===== src/rtl/neuron_mac_sequencer_pkg.sv =====
// Shared types and helpers for the neuron MAC sequencer: state encoding,
// default widths and the ReLU-with-saturation output function.
package neuron_mac_sequencer_pkg;

   localparam int DATA_W_DEF = 8;
   localparam int ADDR_W_DEF = 8;
   localparam int ACC_W_DEF  = 20;

   typedef enum logic [1:0] {
      ST_IDLE = 2'd0,
      ST_MAC  = 2'd1,
      ST_BIAS = 2'd2,
      ST_OUT  = 2'd3
   } state_t;

   // Clamp a sign-extended accumulator to [0, 2^(data_w-1)-1].
   function automatic logic [63:0] relu_sat(input logic signed [63:0] acc, input int data_w);
      logic signed [63:0] max_pos;
      max_pos = (64'sd1 <<< (data_w - 1)) - 64'sd1;
      if (acc < 64'sd0)
         return '0;
      else if (acc > max_pos)
         return max_pos;
      else
         return acc;
   endfunction

endpackage


===== src/rtl/neuron_mac_sequencer_acc.sv =====
// Signed multiply-accumulate register with synchronous clear and enable.
// acc_sum is the combinational next value, so the caller can use it the same cycle.
module neuron_mac_acc
#(
   parameter int DATA_W = 8,
   parameter int ACC_W  = 20
)
(
   input  logic              clk,
   input  logic              rst_n,
   input  logic              clr,
   input  logic              en,
   input  logic [DATA_W-1:0] a,
   input  logic [DATA_W-1:0] b,
   output logic [ACC_W-1:0]  acc_sum
);

   logic signed [2*DATA_W-1:0] prod;
   logic        [ACC_W-1:0]    acc;

   assign prod    = $signed(a) * $signed(b);
   assign acc_sum = acc + ACC_W'(prod);

   always_ff @(posedge clk) begin
      if (!rst_n)
         acc <= '0;
      else if (clr)
         acc <= '0;
      else if (en)
         acc <= acc_sum;
   end

endmodule


===== src/rtl/neuron_mac_sequencer.sv =====
// Evaluates one neuron: streams activations against ROM weights, adds the bias
// word stored after the weights, and presents a ReLU-saturated result.
//
// state   | meaning
// IDLE    | waiting for start; ROM disabled
// MAC     | one activation/weight product per input handshake
// BIAS    | single cycle adding the bias word at base+N_INPUTS
// OUT     | result_valid held until result_ready
module neuron_mac_sequencer
   import neuron_mac_sequencer_pkg::*;
#(
   parameter int N_INPUTS = 4,
   parameter int ADDR_W   = ADDR_W_DEF,
   parameter int DATA_W   = DATA_W_DEF,
   parameter int ACC_W    = ACC_W_DEF
)
(
   input  logic              clk,
   input  logic              rst_n,
   input  logic              start,
   input  logic [ADDR_W-1:0] base_addr,
   output logic              busy,
   input  logic [DATA_W-1:0] in_data,
   input  logic              in_valid,
   output logic              in_ready,
   output logic [ADDR_W-1:0] rom_addr,
   output logic              rom_en,
   input  logic [DATA_W-1:0] rom_data,
   output logic [DATA_W-1:0] result,
   output logic              result_valid,
   input  logic              result_ready,
   output logic              done
);

   // idx must be able to hold N_INPUTS so base+idx reaches the bias word.
   localparam int IDX_W = $clog2(N_INPUTS + 1);

   state_t             state;
   logic [IDX_W-1:0]   idx;
   logic [IDX_W-1:0]   idx_nxt;
   logic [ADDR_W-1:0]  base_q;
   logic [ACC_W-1:0]   acc_sum;
   logic signed [63:0] acc_wide;
   logic [DATA_W-1:0]  mul_b;
   logic               hs;
   logic               last;
   logic               acc_clr;
   logic               acc_en;

   assign hs       = (state == ST_MAC) && in_valid && in_ready;
   assign idx_nxt  = idx + IDX_W'(1);
   assign last     = (idx == IDX_W'(N_INPUTS - 1));
   assign acc_clr  = (state == ST_IDLE) && start;
   assign acc_en   = hs || (state == ST_BIAS);
   // In BIAS the bias word is multiplied by one so the same adder path is reused.
   assign mul_b    = (state == ST_BIAS) ? DATA_W'(1) : in_data;
   assign acc_wide = 64'($signed(acc_sum));

   neuron_mac_acc #(
      .DATA_W (DATA_W),
      .ACC_W  (ACC_W)
   ) u_acc (
      .clk     (clk),
      .rst_n   (rst_n),
      .clr     (acc_clr),
      .en      (acc_en),
      .a       (rom_data),
      .b       (mul_b),
      .acc_sum (acc_sum)
   );

   always_ff @(posedge clk) begin
      if (!rst_n) begin
         state        <= ST_IDLE;
         idx          <= '0;
         base_q       <= '0;
         rom_addr     <= '0;
         rom_en       <= 1'b0;
         in_ready     <= 1'b0;
         busy         <= 1'b0;
         result       <= '0;
         result_valid <= 1'b0;
         done         <= 1'b0;
      end else begin
         done <= 1'b0;
         case (state)
            ST_IDLE: begin
               if (start) begin
                  base_q   <= base_addr;
                  idx      <= '0;
                  rom_addr <= base_addr;
                  rom_en   <= 1'b1;
                  in_ready <= 1'b1;
                  busy     <= 1'b1;
                  state    <= ST_MAC;
               end
            end
            ST_MAC: begin
               if (hs) begin
                  idx      <= idx_nxt;
                  rom_addr <= base_q + ADDR_W'(idx_nxt);
                  if (last) begin
                     in_ready <= 1'b0;
                     state    <= ST_BIAS;
                  end
               end
            end
            ST_BIAS: begin
               rom_en       <= 1'b0;
               result       <= DATA_W'(relu_sat(acc_wide, DATA_W));
               result_valid <= 1'b1;
               state        <= ST_OUT;
            end
            ST_OUT: begin
               if (result_ready) begin
                  result_valid <= 1'b0;
                  done         <= 1'b1;
                  busy         <= 1'b0;
                  state        <= ST_IDLE;
               end
            end
            default: state <= ST_IDLE;
         endcase
      end
   end

endmodule


===== config.mk =====
export PLATFORM = sky130hd
export DESIGN_NAME = neuron_mac_sequencer
export DESIGN_NICKNAME = d
export VERILOG_FILES = /design/src/rtl/neuron_mac_sequencer_pkg.sv /design/src/rtl/neuron_mac_sequencer_acc.sv /design/src/rtl/neuron_mac_sequencer.sv
export SDC_FILE = /design/constraint.sdc
export NUM_CORES = 1
export LEC_CHECK = 0
export CAP_MARGIN = 20
export CORE_MARGIN = 4
export CORE_UTILIZATION = 41
export DETAILED_ROUTE_END_ITERATION = 8
export GPL_TIMING_DRIVEN = 0
export HOLD_SLACK_MARGIN = 0.15
export PLACE_DENSITY = 0.71
export SLEW_MARGIN = 20
export SYNTH_ARGS = -nofsm -noshare
export SYNTH_HDL_FRONTEND = slang
export SYNTH_SLANG_ARGS = --single-unit

===== constraint.sdc =====
create_clock -name clk -period 17.8 [get_ports clk]
set_clock_uncertainty 0.1 [all_clocks]
set_input_delay 3.56 -clock clk [delete_from_list [all_inputs] [get_ports clk]]
set_output_delay 3.56 -clock clk [all_outputs]
set_load 0.01 [all_outputs]

==> summary.md <==
| Metric | Value |
|---|---|
| Status | completed |
| I/O pin count | 50 |
| Drt pass-1 iters | 4 |
| CP arrival | 11390 ps |
| CP required | 17890 ps |
| CP Launch Type | input port |
| First-pass GRT wire length | approximately 23000 um |
| Worst-path fanout max | 9 |
| Initial Util | 0.4226 |
| N_diodes | 0 |
| Fin worst setup slack | ~6500 ps |
| Post-route ant nets | 0 |
| Synthesized area | about 5900 sq um |
| Largest net degree at the start of global routing | 18 |
| Post-Syn Area per Cell | 8.300 sq um |
| Via Count | 4766 |
| Dpl cells | 943 |
| TritonCTS clock tree | done |
| Period utilisation layout | 0.6348 |
| Drt drc | 0 |
| Worst Setup SP | in_data[7] |
| CTS max path bufs | 2 |
| R2R Setup Slk | 8920 ps |
| CP dominant cell by count | a21oi_1 |
| Reg2Reg Depth | 33 |
| Final HPWL DP | 10290 um |
| Remaining Overflow, GRT | 0 |
| Synth Warn # | 0 |
| Share of flip-flops with an asynchronous set or reset | 0 |
| RSZ-0062 raised after global routing | false |
| Sequential-to-total area share from yosys stat | 0.1822 |
| Die height | 128.3 um |
| Share of cells above drive strength 1 | 0.02335 |
| Layout area overhead | 14.51% |
| I/O Buffers | 48 |
| Final setup fails | 0 |
| Iter 0 DRT Violations | 194 |
| Dpl ws | slightly above 6000 ps |
| Synth top area cells | fa_1, dfxtp_1, ha_1 |
| CTS resizes | 0 |
| Number of antenna violations at the first check in global routing | 0 |
| Gate Count Post-Synth | 715 |
| Slowest CP cell | fa_1 |
| Reg2reg start | state[0]$_SDFFE_PN0P_ |
| Final wirelength | 12570 um |
| Clk Latency, worst-skew pair | around 300 ps |
| # Max-Cap Violations | 0 |
| Worst slew pin tran | 750.8 ps |
| Minimum clock period after layout | roughly 11000 ps |
| Delay-heaviest family, CP | adder cells |
| Post-synth EDFFs | 0 |
| Die extent in x | between 100 and 150 um |
| Min-delay src | u_acc.acc[5]$_SDFFE_PP0P_ |
| Hold Vio Cnt, Final | 0 |
| CTS H-tree depth | 2 |
| Worst hold path endpoint | u_acc.acc[5]$_SDFFE_PP0P_ |
| Synth area leader | fa_1 |
| Synth top area share | 0.1923 |
| Die area | 16460 sq um |
| Clock Sinks | between 50 and 60 |
| Final Non-Filler Cells | 951 |
| GPL Wtd Cong | 0.8715 |
| Fin util | 0.4839 |
| Crit path buffers/inverters | 5 |
| Clk slew on worst S/H paths | 70 ps |
| Mapped Nets | 859 |
| Max-slew violations | 0 |
| CORE AREA | about 14000 sq um |
| FF+latch count, synth | between 50 and 60 |
| FMAX | 0.08851 GHz |
| Setup TNS | 0 ps |
| Worst slew margin | 0.4959 |
| WS Path Type | input port to flip-flop |
| GRT Overall Usage | 0.1641 |
| Vias/cell | 5.012 |
| Worst path max stage delay | 540 ps |
| CTS hold repair buffers | 0 |
| Postcts setup bufs | 0 |
| Reg-to-reg endpoint | result[0]$_SDFFE_PN0P_ |
| Root buffer cell | clkbuf_16 |
| CTS Buf Count | 5 |
| Crit path capture type | flip-flop |
| DR WL/cell | 13.22 um |
| Vias in the first global route | 4903 |
| Post-synth top flop | dfxtp_1 |
| Worst hold path depth | 2 |
| Final Net Count | 914 |
| Num rows | 43 |
| Synth unique cells | 53 |
| Hold Crit Class | flip-flop to flip-flop |
==> cell usage in the layout, fill, tap and decap left out, types with 9 or more instances in the layout <==
master,n
a21oi_1,47
ha_1,58
a21boi_0,9
a21o_1,17
xnor2_1,26
a211oi_1,9
o21ai_0,14
inv_1,105
dfxtp_1,54
nor2_1,45
fa_1,57
clkdlybuf4s50_1,48
o21ai_1,13
clkbuf_1,19
nor2b_1,32
and2_1,45
xor2_1,10
nand2_1,75
==> synth_stat cells (all sizes together), types with 10 or more instances <==
cell,count
a211oi,10
a21boi,10
a21o,17
a21oi,48
and2,45
clkbuf,19
dfxtp,54
fa,57
ha,58
inv,105
nand2,75
nor2,45
nor2b,32
o21ai,27
xnor2,26
xor2,10
==> worst reg2reg max path: cells and delay by family (launching register included) <==
family,cells,cell delay [ps]
adders and majority gates,7,2910
AOI/OAI and AO/OA,13,2520
and+or+nand+nor,5,1840
buffers and inverters,7,810
DFF,1,390
xor gates and xnor gates,1,210
==> worst max-delay path by stage <==
stage          depth (start not counted)  slack (ps)                endpoint
2_1_floorplan                         29        7330  result[0]$_SDFFE_PN0P_
3_3_place_gp                          30        6250  result[2]$_SDFFE_PN0P_
3_5_place_dp                          30        6180  result[0]$_SDFFE_PN0P_
4_1_cts                               30        6500  result[0]$_SDFFE_PN0P_
5_1_grt                               30        5820  result[1]$_SDFFE_PN0P_
6_report                              30        6500  result[0]$_SDFFE_PN0P_
==> through the flow <==
step,hold WS [ps],cell area (sq um)
3_3_place_gp,339.4,6640
6_report,359.8,6795
4_1_cts,357.0,6795
3_5_place_dp,342.2,6640
5_1_grt,375.9,6795
2_1_floorplan,336.2,5934
==> final cells by class <==
cell class                 instances  area (sq um)
timing repair buffer              48         480.5
sequential                        54          1081
clock buffer                       6         138.9
clock inverter                     2         16.27
fill                            1354          7247
multi-input combinational        537          4388
buffer                            19         71.32
tap                              180         225.2
inverter                         105         394.1
==> cells by family (layout without fill, tap and decap cells) <==
group                      count (synthesis)  in the layout  share of synthesized area
adders and majority gates                115            115                     0.3146
xor gates and xnor gates                  37             37                    0.05714
AOI/OAI and AO/OA                        149            149                     0.1649
DFF                                       54             54                     0.1822
and+or+nand+nor                          229            229                     0.1904
buffers and inverters                    124            180                    0.07843
muxes                                      7              7                    0.01244
==> layer usage <==
layer	GRT usage	wire, um	up-vias
met1	0.2261	6040	2246
met4	0.02747	138	0
met3	0.02458	450	12
li1	-	-	2435
met2	0.2777	5944	73
met5	0	0	-
==> registers in the layout, summed over array words and instances (netlist names) <==
name          flops
rom_en            1
rom_addr          8
state             2
in_ready          1
done              1
u_acc.acc        20
result            8
base_q            8
busy              1
idx               3
result_valid      1
Power is left out: the tool's default activity adds up to more than one toggle a clock period on the data nets, which glitch-free logic cannot reach.
